[src/rtl/axi_lite_apb_bridge.sv]
// AXI4-Lite slave to APB4 master bridge.
// One APB access per AXI transaction, one transaction in flight at a time.
// Reads and writes that collide in IDLE are granted alternately, and an APB
// access stuck without pready_i is abandoned with SLVERR.
//
// state    | meaning
// ---------+-----------------------------------------------------------
// S_IDLE   | no APB access; waiting for a complete write or a read
// S_SETUP  | APB setup phase (psel=1, penable=0)
// S_ACCESS | APB access phase (psel=1, penable=1), waiting for pready
// S_WRESP  | write response held on B until b_ready_i
// S_RRESP  | read response held on R until r_ready_i
module axi_lite_apb_bridge #(
  parameter int AXI_AW         = 16,
  parameter int AXI_DW         = 32,
  parameter int TIMEOUT_CYCLES = 255
) (
  input  logic                  clk_i,
  input  logic                  rst_ni,
  input  logic [AXI_AW-1:0]     aw_addr_i,
  input  logic                  aw_valid_i,
  output logic                  aw_ready_o,
  input  logic [AXI_DW-1:0]     w_data_i,
  input  logic [AXI_DW/8-1:0]   w_strb_i,
  input  logic                  w_valid_i,
  output logic                  w_ready_o,
  output logic [1:0]            b_resp_o,
  output logic                  b_valid_o,
  input  logic                  b_ready_i,
  input  logic [AXI_AW-1:0]     ar_addr_i,
  input  logic                  ar_valid_i,
  output logic                  ar_ready_o,
  output logic [AXI_DW-1:0]     r_data_o,
  output logic [1:0]            r_resp_o,
  output logic                  r_valid_o,
  input  logic                  r_ready_i,
  output logic [AXI_AW-1:0]     paddr_o,
  output logic                  psel_o,
  output logic                  penable_o,
  output logic                  pwrite_o,
  output logic [AXI_DW-1:0]     pwdata_o,
  output logic [AXI_DW/8-1:0]   pstrb_o,
  input  logic [AXI_DW-1:0]     prdata_i,
  input  logic                  pready_i,
  input  logic                  pslverr_i
);

  localparam int SW    = AXI_DW / 8;
  localparam int CW    = (TIMEOUT_CYCLES > 0) ? $clog2(TIMEOUT_CYCLES + 1) : 1;
  localparam bit TO_EN = (TIMEOUT_CYCLES != 0);

  typedef enum logic [2:0] {
    S_IDLE   = 3'd0,
    S_SETUP  = 3'd1,
    S_ACCESS = 3'd2,
    S_WRESP  = 3'd3,
    S_RRESP  = 3'd4
  } state_e;

  state_e            state_q, state_d;
  logic              aw_full_q, aw_full_d;
  logic [AXI_AW-1:0] aw_addr_q, aw_addr_d;
  logic              w_full_q, w_full_d;
  logic [AXI_DW-1:0] w_data_q, w_data_d;
  logic [SW-1:0]     w_strb_q, w_strb_d;
  logic              ar_full_q, ar_full_d;
  logic [AXI_AW-1:0] ar_addr_q, ar_addr_d;
  logic              last_wr_q, last_wr_d;
  logic [AXI_AW-1:0] paddr_q, paddr_d;
  logic              pwrite_q, pwrite_d;
  logic [AXI_DW-1:0] pwdata_q, pwdata_d;
  logic [SW-1:0]     pstrb_q, pstrb_d;
  logic [CW-1:0]     cnt_q, cnt_d;
  logic [1:0]        b_resp_q, b_resp_d;
  logic [1:0]        r_resp_q, r_resp_d;
  logic [AXI_DW-1:0] r_data_q, r_data_d;

  logic       aw_hs, w_hs, ar_hs;
  logic       wr_pend, rd_pend, tie;
  logic       grant_wr, grant_rd;
  logic       timeout;
  logic [1:0] apb_resp;

  assign aw_ready_o = ~aw_full_q;
  assign w_ready_o  = ~w_full_q;
  assign ar_ready_o = ~ar_full_q;

  assign aw_hs = aw_valid_i & ~aw_full_q;
  assign w_hs  = w_valid_i & ~w_full_q;
  assign ar_hs = ar_valid_i & ~ar_full_q;

  // A request handshaking this cycle counts as pending, so IDLE can launch
  // SETUP on the very next edge without first parking it in a holding register.
  assign wr_pend  = (aw_full_q | aw_valid_i) & (w_full_q | w_valid_i);
  assign rd_pend  = ar_full_q | ar_valid_i;
  assign tie      = wr_pend & rd_pend;
  assign grant_wr = wr_pend & (~rd_pend | ~last_wr_q);
  assign grant_rd = rd_pend & ~grant_wr;

  assign timeout  = TO_EN && !pready_i && (cnt_q == CW'(1));
  assign apb_resp = pslverr_i ? 2'b10 : 2'b00;

  assign psel_o    = (state_q == S_SETUP) || (state_q == S_ACCESS);
  assign penable_o = (state_q == S_ACCESS);
  assign b_valid_o = (state_q == S_WRESP);
  assign r_valid_o = (state_q == S_RRESP);
  assign paddr_o   = paddr_q;
  assign pwrite_o  = pwrite_q;
  assign pwdata_o  = pwdata_q;
  assign pstrb_o   = pstrb_q;
  assign b_resp_o  = b_resp_q;
  assign r_resp_o  = r_resp_q;
  assign r_data_o  = r_data_q;

  // Next-state: holding-register capture, arbitration, APB sequencing, responses.
  always_comb begin
    state_d   = state_q;
    aw_full_d = aw_full_q;
    aw_addr_d = aw_addr_q;
    w_full_d  = w_full_q;
    w_data_d  = w_data_q;
    w_strb_d  = w_strb_q;
    ar_full_d = ar_full_q;
    ar_addr_d = ar_addr_q;
    last_wr_d = last_wr_q;
    paddr_d   = paddr_q;
    pwrite_d  = pwrite_q;
    pwdata_d  = pwdata_q;
    pstrb_d   = pstrb_q;
    cnt_d     = cnt_q;
    b_resp_d  = b_resp_q;
    r_resp_d  = r_resp_q;
    r_data_d  = r_data_q;

    if (aw_hs) begin
      aw_full_d = 1'b1;
      aw_addr_d = aw_addr_i;
    end
    if (w_hs) begin
      w_full_d = 1'b1;
      w_data_d = w_data_i;
      w_strb_d = w_strb_i;
    end
    if (ar_hs) begin
      ar_full_d = 1'b1;
      ar_addr_d = ar_addr_i;
    end

    unique case (state_q)
      S_IDLE: begin
        // The alternation flag only moves on a real collision, so a lone
        // request never steals the next tie-break from the other direction.
        if (grant_wr) begin
          state_d   = S_SETUP;
          aw_full_d = 1'b0;
          w_full_d  = 1'b0;
          paddr_d   = aw_full_q ? aw_addr_q : aw_addr_i;
          pwrite_d  = 1'b1;
          pwdata_d  = w_full_q ? w_data_q : w_data_i;
          pstrb_d   = w_full_q ? w_strb_q : w_strb_i;
          cnt_d     = CW'(TIMEOUT_CYCLES);
          if (tie) last_wr_d = 1'b1;
        end else if (grant_rd) begin
          state_d   = S_SETUP;
          ar_full_d = 1'b0;
          paddr_d   = ar_full_q ? ar_addr_q : ar_addr_i;
          pwrite_d  = 1'b0;
          pwdata_d  = '0;
          pstrb_d   = '0;
          cnt_d     = CW'(TIMEOUT_CYCLES);
          if (tie) last_wr_d = 1'b0;
        end
      end
      S_SETUP: begin
        state_d = S_ACCESS;
      end
      S_ACCESS: begin
        if (pready_i) begin
          if (pwrite_q) begin
            state_d  = S_WRESP;
            b_resp_d = apb_resp;
          end else begin
            state_d  = S_RRESP;
            r_resp_d = apb_resp;
            r_data_d = prdata_i;
          end
        end else if (timeout) begin
          if (pwrite_q) begin
            state_d  = S_WRESP;
            b_resp_d = 2'b10;
          end else begin
            state_d  = S_RRESP;
            r_resp_d = 2'b10;
            r_data_d = '0;
          end
        end else if (TO_EN) begin
          cnt_d = cnt_q - CW'(1);
        end
      end
      S_WRESP: begin
        if (b_ready_i) state_d = S_IDLE;
      end
      S_RRESP: begin
        if (r_ready_i) state_d = S_IDLE;
      end
      default: begin
        state_d = S_IDLE;
      end
    endcase
  end

  // State and datapath registers; reset drops any in-flight transaction.
  always_ff @(posedge clk_i or negedge rst_ni) begin
    if (!rst_ni) begin
      state_q   <= S_IDLE;
      aw_full_q <= 1'b0;
      aw_addr_q <= '0;
      w_full_q  <= 1'b0;
      w_data_q  <= '0;
      w_strb_q  <= '0;
      ar_full_q <= 1'b0;
      ar_addr_q <= '0;
      last_wr_q <= 1'b0;
      paddr_q   <= '0;
      pwrite_q  <= 1'b0;
      pwdata_q  <= '0;
      pstrb_q   <= '0;
      cnt_q     <= '0;
      b_resp_q  <= 2'b00;
      r_resp_q  <= 2'b00;
      r_data_q  <= '0;
    end else begin
      state_q   <= state_d;
      aw_full_q <= aw_full_d;
      aw_addr_q <= aw_addr_d;
      w_full_q  <= w_full_d;
      w_data_q  <= w_data_d;
      w_strb_q  <= w_strb_d;
      ar_full_q <= ar_full_d;
      ar_addr_q <= ar_addr_d;
      last_wr_q <= last_wr_d;
      paddr_q   <= paddr_d;
      pwrite_q  <= pwrite_d;
      pwdata_q  <= pwdata_d;
      pstrb_q   <= pstrb_d;
      cnt_q     <= cnt_d;
      b_resp_q  <= b_resp_d;
      r_resp_q  <= r_resp_d;
      r_data_q  <= r_data_d;
    end
  end

endmodule

[config.mk]
export PLATFORM = sky130hd
export DESIGN_NAME = axi_lite_apb_bridge
export DESIGN_NICKNAME = d
export VERILOG_FILES = /design/src/rtl/axi_lite_apb_bridge.sv
export SDC_FILE = /design/constraint.sdc
export NUM_CORES = 1
export LEC_CHECK = 0
export CAP_MARGIN = 20
export CORE_MARGIN = 10
export CORE_UTILIZATION = 44
export CTS_BUF_LIST = sky130_fd_sc_hd__clkbuf_16
export DETAILED_ROUTE_END_ITERATION = 10
export PLACE_DENSITY = 0.77
export REMOVE_ABC_BUFFERS = 1
export SYNTH_ARGS = -nofsm -noshare
export SYNTH_HDL_FRONTEND = slang
export SYNTH_SLANG_ARGS = --single-unit
[constraint.sdc]
create_clock -name clk_i -period 1.9 [get_ports clk_i]
set_input_delay 0.285 -clock clk_i [delete_from_list [all_inputs] [get_ports clk_i]]
set_output_delay 0.285 -clock clk_i [all_outputs]
set_load 0.05 [all_outputs]
==> results of run 1 <==
[final cells by class]
type | count | area, sq um | share of cell area [%]
Multi-Input combinational cell | 387 | 2900 | 27.4
Tap cell | 220 | 275 | 2.61
Antenna cell | 1 | 2.50 | 0.0237
Clock buffer | 17 | 425 | 4.03
Timing Repair Buffer | 243 | 2530 | 24.0
Sequential cell | 170 | 4260 | 40.3
Clock inverter | 15 | 134 | 1.27
Inverter | 9 | 38.8 | 0.367
[registers in the layout, summed over array words and instances, names as in the netlist]
signal	cells
pwdata_o	32
r_data_o	32
w_data_q	32
ar_addr_q	16
aw_addr_q	16
paddr_o	16
cnt_q	8
pstrb_o	4
w_strb_q	4
state_q	3
ar_full_q	1
aw_full_q	1
b_resp_o	1
last_wr_q	1
pwrite_o	1
r_resp_o	1
w_full_q	1
[placed cells by master (no fill, tap or decap), types with 3 or more instances in the layout]
cell / instances
dfrtp_1: 168
clkdlybuf4s50_1: 112
mux2_2: 68
nand2_1: 64
dlymetal6s2s_1: 41
o21ai_0: 38
buf_4: 38
mux2i_1: 36
dlygate4sd2_1: 36
nor2b_1: 33
a22o_1: 32
a211oi_1: 32
clkbuf_16: 17
o31ai_1: 16
nor2_1: 13
buf_12: 13
inv_1: 11
o21ai_1: 8
a21oi_1: 7
o31ai_2: 3
clkinv_2: 3
clkinvlp_4: 3
[power groups by stage]
stage	Combinational [mW]	Clock, mW	Sequential, mW
after floorplan	3.65	0	8.90
after global placement	9.93	0	6.20
after detailed placement	10.2	0	6.29
after CTS	10.1	3.36	6.26
after global routing	10.7	3.53	6.47
final	9.99	3.30	6.25
[routing by layer]
metal / global-route usage [%] / share of wire, %
met1: 21.7 / 40
met2: 31.5 / 51
met3: 5.83 / 5.4
met4: 8.10 / 3.2
met5: 0 / 0
[per-stage QoR]
step | total power, mW | util [%] | setup slack (ns)
3_3_place_gp | 16.1 | 59.8 | 0.0111
2_1_floorplan | 12.5 | - | -1.61
3_5_place_dp | 16.5 | 59.8 | -0.0764
6_report | 19.5 | 63.9 | 0.0260
4_1_cts | 19.7 | 63.0 | 0.000239
5_1_grt | 20.7 | 63.9 | -0.0175
[path summary, 6_finish.rpt]
path	from	end	slack, ns	cells past startpoint
setup / recovery	paddr_o[12]$_DFFE_PN0P_	paddr_o[12]	0.03	1
hold / removal	rst_ni	w_data_q[25]$_DFFE_PN0P_	0.34	2
setup reg to reg	cnt_q[5]$_DFFE_PN0P_	cnt_q[7]$_DFFE_PN0P_	0.07	4
hold reg to reg	pwdata_o[0]$_DFFE_PN0P_	pwdata_o[0]$_DFFE_PN0P_	0.47	2
max in group asynchronous	rst_ni	r_data_o[21]$_DFFE_PN0P_	0.91	3
min in group clk_i	r_ready_i	state_q[2]$_DFFE_PN0P_	0.45	2
[cells by family after synthesis]
| group | after synthesis | synth area share (%) |
|---|---|---|
| compound gates | 149 | 14.5 |
| flops | 170 | 57.6 |
| mux | 104 | 15.2 |
| buf+inv | 51 | 3.52 |
| xor+xnor | 2 | 0.237 |
| simple gates | 128 | 8.47 |
| fa+ha+maj | 2 | 0.339 |
| other cells | 1 | 0.0508 |
[repair_timing]
action | 4_1_cts | 5_1_grt
buffers inserted | 0 | 3
setup endpoints to repair | 37 | 82
resized for setup | 38 | 47
hold buffers | 1 | 0
pin swaps | 1 | 4
hold endpoints to repair | 40 | 0
==> run_results.csv, run 1 <==
group,metric,value,unit
outcome,status,"finished clean",
worst_setup_path,path_delay_family,"buffers and inverters",
floorplan,core,16500,sq um
synth,ys_seq_area_share,57.6,%
sta,tightest_slew,0.556,ns
global_route,grt.overflow.total,0,
sta,tns,0,ns
final_layout,final_cells,1062,
worst_setup_path,slowest_delay,0.81,ns
worst_setup_path,start_kind,"flip-flop",
sta,max_freq,0.534,GHz
sta,rsz0062_at_grt,"yes",
power_and_ir_drop,p_sw_share,43.2,%
power_and_ir_drop,powerDensity,1850,nW/um^2
synth,yosysTopAreaCell,"dfrtp_1",
synth,ys.flop_type,"dfrtp_1",
detailed_routing,routed_wl,20600,microns
floorplan,pin_count,205,
worst_setup_path,crit_buf_inv,1,
sta,setup_viol,0,
sta,maxSlewHeadroom,62.8,%
final_layout,syn2layout_area_growth,43.0,%
detailed_routing,post_drt_via_cell_ratio,5.30,
sta,hold_viol,0,
sta,clock_skew,0.00937,ns
synth,async_flop_share,100,%
worst_setup_path,cp_slowest_cell,"clkdlybuf4s50_1",
run,maxCapViolCount,0,
global_route,antenna_found_initial,1,
synth,postSynthCellCount,607,
hold_path,hold_path_class,"input port to async pin",
worst_setup_path,crit_fanout,2,
synth,synth-seq-cells,170,
synth,synth_edf_count,0,
place,hpwl,15100,microns
final_layout,fillers,1283,
worst_setup_path,critPathKind,"flip-flop to output port",
floorplan,start_util,44.7,%
final_layout,drive_above_1_share,19.6,%
clock_network,clockBufferDepth,2,
worst_setup_path,endpoint_kind,"output port",
power_and_ir_drop,p_clk_share,16.9,%
power_and_ir_drop,p_int,11.1,mW
power_and_ir_drop,seqPwrFrac,32.0,%
power_and_ir_drop,switching_power,8.44,mW
detailed_routing,ant_nets,0,
final_layout,fin_area,10600,sq um
final_layout,layout.nets,939,
sta,fin_crit_sh,98.6,%
clock_network,clk_pin_slew,0.07,ns
synth,syn_area,7380,sq um
place,portBuffers,202,
place,place_area,9880,sq um
global_route,first_global_vias,6204,
place,dp.cells,1025,
place,place.gp.congestion,0.810,
detailed_routing,num_vias,5631,
clock_network,numCtsBuffers,17,
global_route,grt_usage,18.8,%
detailed_routing,first_pass_iters,5,
synth,yosysWarnings,0,
sta,whs,0.345,ns
synth,synth_area_leaders,"dfrtp_1, mux2_2, mux2i_1",
sta,drv_slew,0,
synth,synth_top_area_share,57.6,%
synth,yosysMostFrequentCell,"dfrtp_1",
power_and_ir_drop,vdd_ir_drop_max,0.000877,V
clock_network,clock-root-buffer,"clkbuf_16",
detailed_routing,drc,0,
floorplan,dieArea,22400,sq um
power_and_ir_drop,combPwrFrac,51.1,%
synth,synth.distinct_cells,46,
synth,synth.top_cells.by_count,"dfrtp_1, mux2_2, nand2_1",
clock_network,clock_sinks,170,
detailed_routing,wl_per_cell,19.4,microns
global_route,grt_max_degree,51,
worst_setup_path,required,1.62,ns
clock_network,cts_tree,"yes",
clock_network,clk_latency,0.42,ns
worst_setup_path,crit_arrival,1.59,ns
power_and_ir_drop,p_leak,5.24,nW
floorplan,die_h,150,microns
clock_network,htree_num_levels,4,
floorplan,std_cell_rows,47,
detailed_routing,dr.first_iter.drc_count,367,
worst_setup_path,path_cells,"clkdlybuf4s50_1",
global_route,grt_pass1_wl,33200,microns
synth,postSynthAreaPerCell,12.2,sq um
floorplan,chipWidth,150,microns
sta,period_needed,1.87,ns
Note: power is estimated with default switching activity, not from simulation.
==> inputs of run 2 (changes only) <==
--- a/config.mk
+++ b/config.mk
@@ -10,8 +10,10 @@
 export CORE_UTILIZATION = 44
 export CTS_BUF_LIST = sky130_fd_sc_hd__clkbuf_16
 export DETAILED_ROUTE_END_ITERATION = 10
+export GPL_TIMING_DRIVEN = 0
 export PLACE_DENSITY = 0.77
 export REMOVE_ABC_BUFFERS = 1
+export SLEW_MARGIN = 30
 export SYNTH_ARGS = -nofsm -noshare
 export SYNTH_HDL_FRONTEND = slang
 export SYNTH_SLANG_ARGS = --single-unit
==> run 2 against run 1 <==
  * Sequential share of layout area fell by 0.098 points
  * Clock skew barely moved
  * Fmax fell by 0.59%
  * Register-to-register slack got worse by 0.04 ns
  * Power rose by 0.92%
  * Critical path type unchanged
  * Largest cell class unchanged
==> run_results.csv, run 2 (synthesis gave the netlist of run 1 again) <==
group,metric,value,unit
outcome,status,"finished clean",
final_layout,layout_common_cells,"dfrtp_1, clkdlybuf4s50_1, mux2_2",
detailed_routing,post_drt_via_cell_ratio,5.42,
clock_network,numCtsBuffers,17,
final_layout,drive_above_1_share,20.9,%
worst_setup_path,crit_fanout,8,
worst_setup_path,crit_buf_inv,2,
detailed_routing,first_pass_iters,4,
clock_network,clockBufferDepth,2,
sta,setup_viol,0,
global_route,antenna_found_initial,1,
detailed_routing,routed_wl,22100,microns
final_layout,fillers,1237,
sta,maxSlewHeadroom,48.1,%
run,maxCapViolCount,0,
place,dp.cells,999,
sta,period_needed,1.89,ns
floorplan,std_cell_rows,47,
worst_setup_path,reg2reg_slack,0.03,ns
worst_setup_path,crit_arrival,1.60,ns
final_layout,syn2layout_area_growth,43.8,%
sta,fin_crit_sh,99.2,%
global_route,grt_usage,19.5,%
final_layout,final_cells,1062,
worst_setup_path,endpoint_kind,"output port",
sta,tightest_slew,0.777,ns
power_and_ir_drop,p_leak,5.08,nW
worst_setup_path,start_kind,"flip-flop",
floorplan,start_util,44.7,%
clock_network,clock_sinks,170,
sta,rsz0062_at_grt,"yes",
place,hpwl,15100,microns
hold_path,hold_path_class,"input port to async pin",
global_route,grt_pass1_wl,34100,microns
final_layout,layout.nets,939,
clock_network,cts_tree,"yes",
place,portBuffers,202,
global_route,grt.overflow.total,0,
detailed_routing,ant_nets,0,
detailed_routing,drc,0,
worst_setup_path,critPathKind,"flip-flop to output port",
clock_network,clk_pin_slew,0.07,ns
power_and_ir_drop,fin_total_pwr,19.7,mW
floorplan,dieArea,22400,sq um
floorplan,die_h,150,microns
final_layout,final_common_cell,"dfrtp_1",
clock_network,htree_num_levels,4,
floorplan,pin_count,205,
detailed_routing,wl_per_cell,20.9,microns
worst_setup_path,slowest_delay,0.48,ns
worst_setup_path,crit_path_start,"state_q[0]$_DFFE_PN0P_",
worst_setup_path,path_cells,"or3b_4 -> clkinv_4 -> buf_8",
worst_setup_path,timing.rr.start,"cnt_q[5]$_DFFE_PN0P_",
floorplan,core,16500,sq um
clock_network,clk_latency,0.44,ns
sta,max_freq,0.530,GHz
sta,hold_viol,0,
final_layout,fin_area,10600,sq um
clock_network,clock-root-buffer,"clkbuf_16",
worst_setup_path,required,1.62,ns
global_route,grt_max_degree,73,
worst_setup_path,cp_slowest_cell,"dfrtp_2",
place,place_area,9700,sq um
floorplan,chipWidth,150,microns
worst_setup_path,path_delay_family,"flip-flops",
power_and_ir_drop,powerDensity,1860,nW/um^2
power_and_ir_drop,vdd_ir_drop_max,0.000963,V
global_route,first_global_vias,6210,
detailed_routing,num_vias,5759,
detailed_routing,dr.first_iter.drc_count,280,
sta,drv_slew,0,
sta,clock_skew,0.00980,ns
place,place.gp.congestion,0.755,
[run 2: per-layer routing]
layer | wire length (microns) | part of all wire, % | vias up | global-route usage, %
li1 | - | - | 2637 | -
met1 | 8380 | 38 | 2896 | 21.7
met5 | 0 | 0 | - | 0
met3 | 1450 | 6.5 | 40 | 6.07
met2 | 11700 | 53 | 186 | 33.8
met4 | 623 | 2.8 | 0 | 8.00
[run 2: timing repair]
item	in CTS	in global routing
setup endpoints to repair	237	121
cloned	1	1
pin swaps	5	21
hold endpoints to repair	29	0
hold buffers	1	0
resized for setup	115	38
setup buffers	16	11
[run 2: final timing paths]
kind	end	cells past startpoint
max in group asynchronous	aw_full_q$_DFF_PN0_	4
worst min register to register	pwdata_o[21]$_DFFE_PN0P_	2
worst max-delay path	penable_o	3
worst max register to register	r_data_o[14]$_DFFE_PN0P_	5
worst min-delay path	pwdata_o[25]$_DFFE_PN0P_	2
min in group clk_i	state_q[2]$_DFFE_PN0P_	2
[run 2: area by class of cell]
cell class              instances  area [sq um]  share of cell area (%)
flip-flops and latches        170          4270                    40.2
inverters                       9          38.8                   0.365
repair buffers                242          2500                    23.5
multi-input cells             388          2980                    28.1
clock inverters                15           128                    1.20
clock buffers                  17           425                    4.01
diodes                          1          2.50                  0.0236
well taps                     220           275                    2.59
[run 2: metrics by stage]
step	TNS (ns)	utilization, %	hold slack, ns	setup slack [ns]
after floorplan	-161.20	-	-0.0106	-1.61
after global placement	-1326.56	57.3	0.458	-6.11
after detailed placement	-70.89	58.7	0.153	-0.882
after CTS	-0.00125	63.1	0.285	-0.00125
after global routing	-0.161	64.3	0.286	-0.0426
final	0	64.3	0.277	0.0149
[run 2: power breakdown]
group | internal, mW | total, mW | switching (mW)
Combinational | 3.81 | 10.0 | 6.21
Sequential | 5.31 | 6.40 | 1.09
Clock | 1.80 | 3.30 | 1.50
Total | 10.9 | 19.7 | 8.80
==> inputs of run 3 (changes only) <==
--- a/config.mk
+++ b/config.mk
@@ -6,12 +6,11 @@
 export NUM_CORES = 1
 export LEC_CHECK = 0
 export CAP_MARGIN = 20
-export CORE_MARGIN = 10
-export CORE_UTILIZATION = 44
+export CORE_UTILIZATION = 48
 export CTS_BUF_LIST = sky130_fd_sc_hd__clkbuf_16
 export DETAILED_ROUTE_END_ITERATION = 10
 export GPL_TIMING_DRIVEN = 0
-export PLACE_DENSITY = 0.77
+export PLACE_DENSITY = 0.8
 export REMOVE_ABC_BUFFERS = 1
 export SLEW_MARGIN = 30
 export SYNTH_ARGS = -nofsm -noshare
==> constraint.sdc (replaced) <==
create_clock -name clk_i -period 2.1 [get_ports clk_i]
set_input_delay 0.315 -clock clk_i [delete_from_list [all_inputs] [get_ports clk_i]]
set_output_delay 0.315 -clock clk_i [all_outputs]
set_load 0.05 [all_outputs]
==> run 3 against run 2 <==
  * Critical path depth unchanged
  * First-iteration DRC count down 1.4%
  * Critical endpoint unchanged
  * Worst setup slack improved by 0.049 ns
  * Combinational power shrank 12%
  * Worst hold slack improved by 0.18 ns
  * Power fell by 12%
  * Routed wire length decreased by 17%
  * Die area fell by 29%
==> run_results.csv, run 3 (synthesis gave the netlist of run 1 again) <==
group,metric,value,unit
outcome,status,"finished clean",
sta,drv_slew,0,
sta,tns,0,ns
sta,setup_viol,0,
power_and_ir_drop,vdd_ir_drop_max,0.000945,V
hold_path,hold_path_class,"input port to flip-flop",
clock_network,cts_tree,"yes",
final_layout,syn2layout_area_growth,38.6,%
global_route,grt_pass1_wl,29600,microns
floorplan,pin_count,205,
clock_network,numCtsBuffers,17,
power_and_ir_drop,powerDensity,1700,nW/um^2
sta,tightest_slew,0.790,ns
floorplan,start_util,50.1,%
power_and_ir_drop,p_int,9.88,mW
floorplan,std_cell_rows,44,
global_route,grt_usage,24.1,%
sta,clock_skew,0.0111,ns
final_layout,drive_above_1_share,16.5,%
worst_setup_path,crit_fanout,8,
sta,maxSlewHeadroom,47.2,%
sta,period_needed,2.04,ns
place,hpwl,12700,microns
sta,hold_viol,0,
global_route,first_global_vias,5921,
detailed_routing,dr.first_iter.drc_count,276,
detailed_routing,first_pass_iters,4,
run,maxCapViolCount,0,
power_and_ir_drop,p_clk_share,16.2,%
detailed_routing,drc,0,
clock_network,clk_latency,0.43,ns
clock_network,clock-root-buffer,"clkbuf_16",
place,dp.cells,963,
power_and_ir_drop,switching_power,7.50,mW
clock_network,clockBufferDepth,2,
power_and_ir_drop,seqPwrFrac,33.3,%
floorplan,chipWidth,126,microns
final_layout,final_common_cell,"clkdlybuf4s50_1",
clock_network,clock_sinks,170,
worst_setup_path,start_kind,"flip-flop",
final_layout,layout.nets,915,
final_layout,final_cells,1000,
final_layout,post-route-util,69.4,%
floorplan,core,14800,sq um
global_route,grt.overflow.total,0,
detailed_routing,num_vias,5562,
final_layout,antenna_cells,0,
floorplan,die_h,126,microns
global_route,grt_max_degree,87,
final_layout,layout_common_cells,"clkdlybuf4s50_1, dfrtp_1, mux2_2",
detailed_routing,routed_wl,18400,microns
clock_network,clk_pin_slew,0.06,ns
power_and_ir_drop,p_leak,4.43,nW
detailed_routing,ant_nets,0,
floorplan,dieArea,15900,sq um
worst_setup_path,endpoint_kind,"output port",
detailed_routing,post_drt_via_cell_ratio,5.56,
place,portBuffers,202,
worst_setup_path,crit_arrival,1.72,ns
power_and_ir_drop,combPwrFrac,50.5,%
worst_setup_path,required,1.78,ns
sta,whs,0.461,ns
sta,max_freq,0.491,GHz
worst_setup_path,critPathKind,"flip-flop to output port",
detailed_routing,wl_per_cell,18.4,microns
clock_network,htree_num_levels,4,
power_and_ir_drop,p_sw_share,43.1,%
sta,rsz0062_at_grt,"no",
sta,fin_crit_sh,96.9,%
global_route,antenna_found_initial,0,
place,place.gp.congestion,0.770,
run 3: final timing paths:
| kind | start | end | slack [ns] | depth (start not counted) |
|---|---|---|---|---|
| max | state_q[0]$_DFFE_PN0P_ | penable_o | 0.06 | 3 |
| max in group asynchronous | rst_ni | aw_full_q$_DFF_PN0_ | 0.78 | 3 |
| min in group asynchronous | rst_ni | pwdata_o[30]$_DFFE_PN0P_ | 0.48 | 2 |
| min reg2reg | paddr_o[2]$_DFFE_PN0P_ | paddr_o[2]$_DFFE_PN0P_ | 0.47 | 2 |
| min | r_ready_i | state_q[2]$_DFFE_PN0P_ | 0.46 | 2 |
| max reg2reg | state_q[0]$_DFFE_PN0P_ | r_data_o[17]$_DFFE_PN0P_ | 0.11 | 4 |
run 3: repair_timing:
action                     in CTS  in global routing
setup endpoints to repair     125                 64
gates cloned                    0                  0
hold buffers                    1                  0
pin swaps                       1                 11
setup buffers                   3                  2
resized for setup              21                  9
hold endpoints to repair       85                  0
run 3: cell type report:
cell class | instances | area [sq um]
Clock buffer | 17 | 425
Clock inverter | 14 | 93.8
Fill cell | 1064 | 4520
Inverter | 9 | 38.8
Multi-Input combinational cell | 387 | 2920
Sequential cell | 170 | 4270
Tap cell | 184 | 230
Timing Repair Buffer | 219 | 2260
run 3: per-layer routing:
| metal | vias to the layer above | global-route usage (%) | wire, microns | part of all wire [%] |
|---|---|---|---|---|
| li1 | 2566 | - | - | - |
| met1 | 2807 | 27.7 | 7440 | 40 |
| met2 | 152 | 42.2 | 9470 | 52 |
| met3 | 37 | 5.99 | 916 | 5.0 |
| met4 | 0 | 11.3 | 546 | 3.0 |
| met5 | - | 0 | 0 | 0 |
run 3: metrics by stage:
step	worst slack [ns]	power [mW]	cell area, sq um
final	0.0644	17.4	10200
after global routing	0.0239	18.3	10200
after CTS	0.00743	17.4	10200
after detailed placement	-0.740	14.5	9640
after global placement	-5.91	13.9	9420
after floorplan	-1.41	11.4	7170
run 3: power by group through the flow:
| stage | Sequential (mW) | Clock (mW) | Combinational, mW |
|---|---|---|---|
| finish | 5.79 | 2.81 | 8.78 |
| global route | 5.97 | 3.00 | 9.33 |
| CTS | 5.78 | 2.86 | 8.77 |
| detailed placement | 5.88 | 0 | 8.66 |
| global placement | 5.90 | 0 | 8.05 |
| floorplan | 8.06 | 0 | 3.30 |
run 3: worst max-delay path: stages, from the launching register on:
cell      delay [ns]
dfrtp_1         0.47
or3b_4          0.48
clkinv_4        0.11
clkbuf_4        0.23
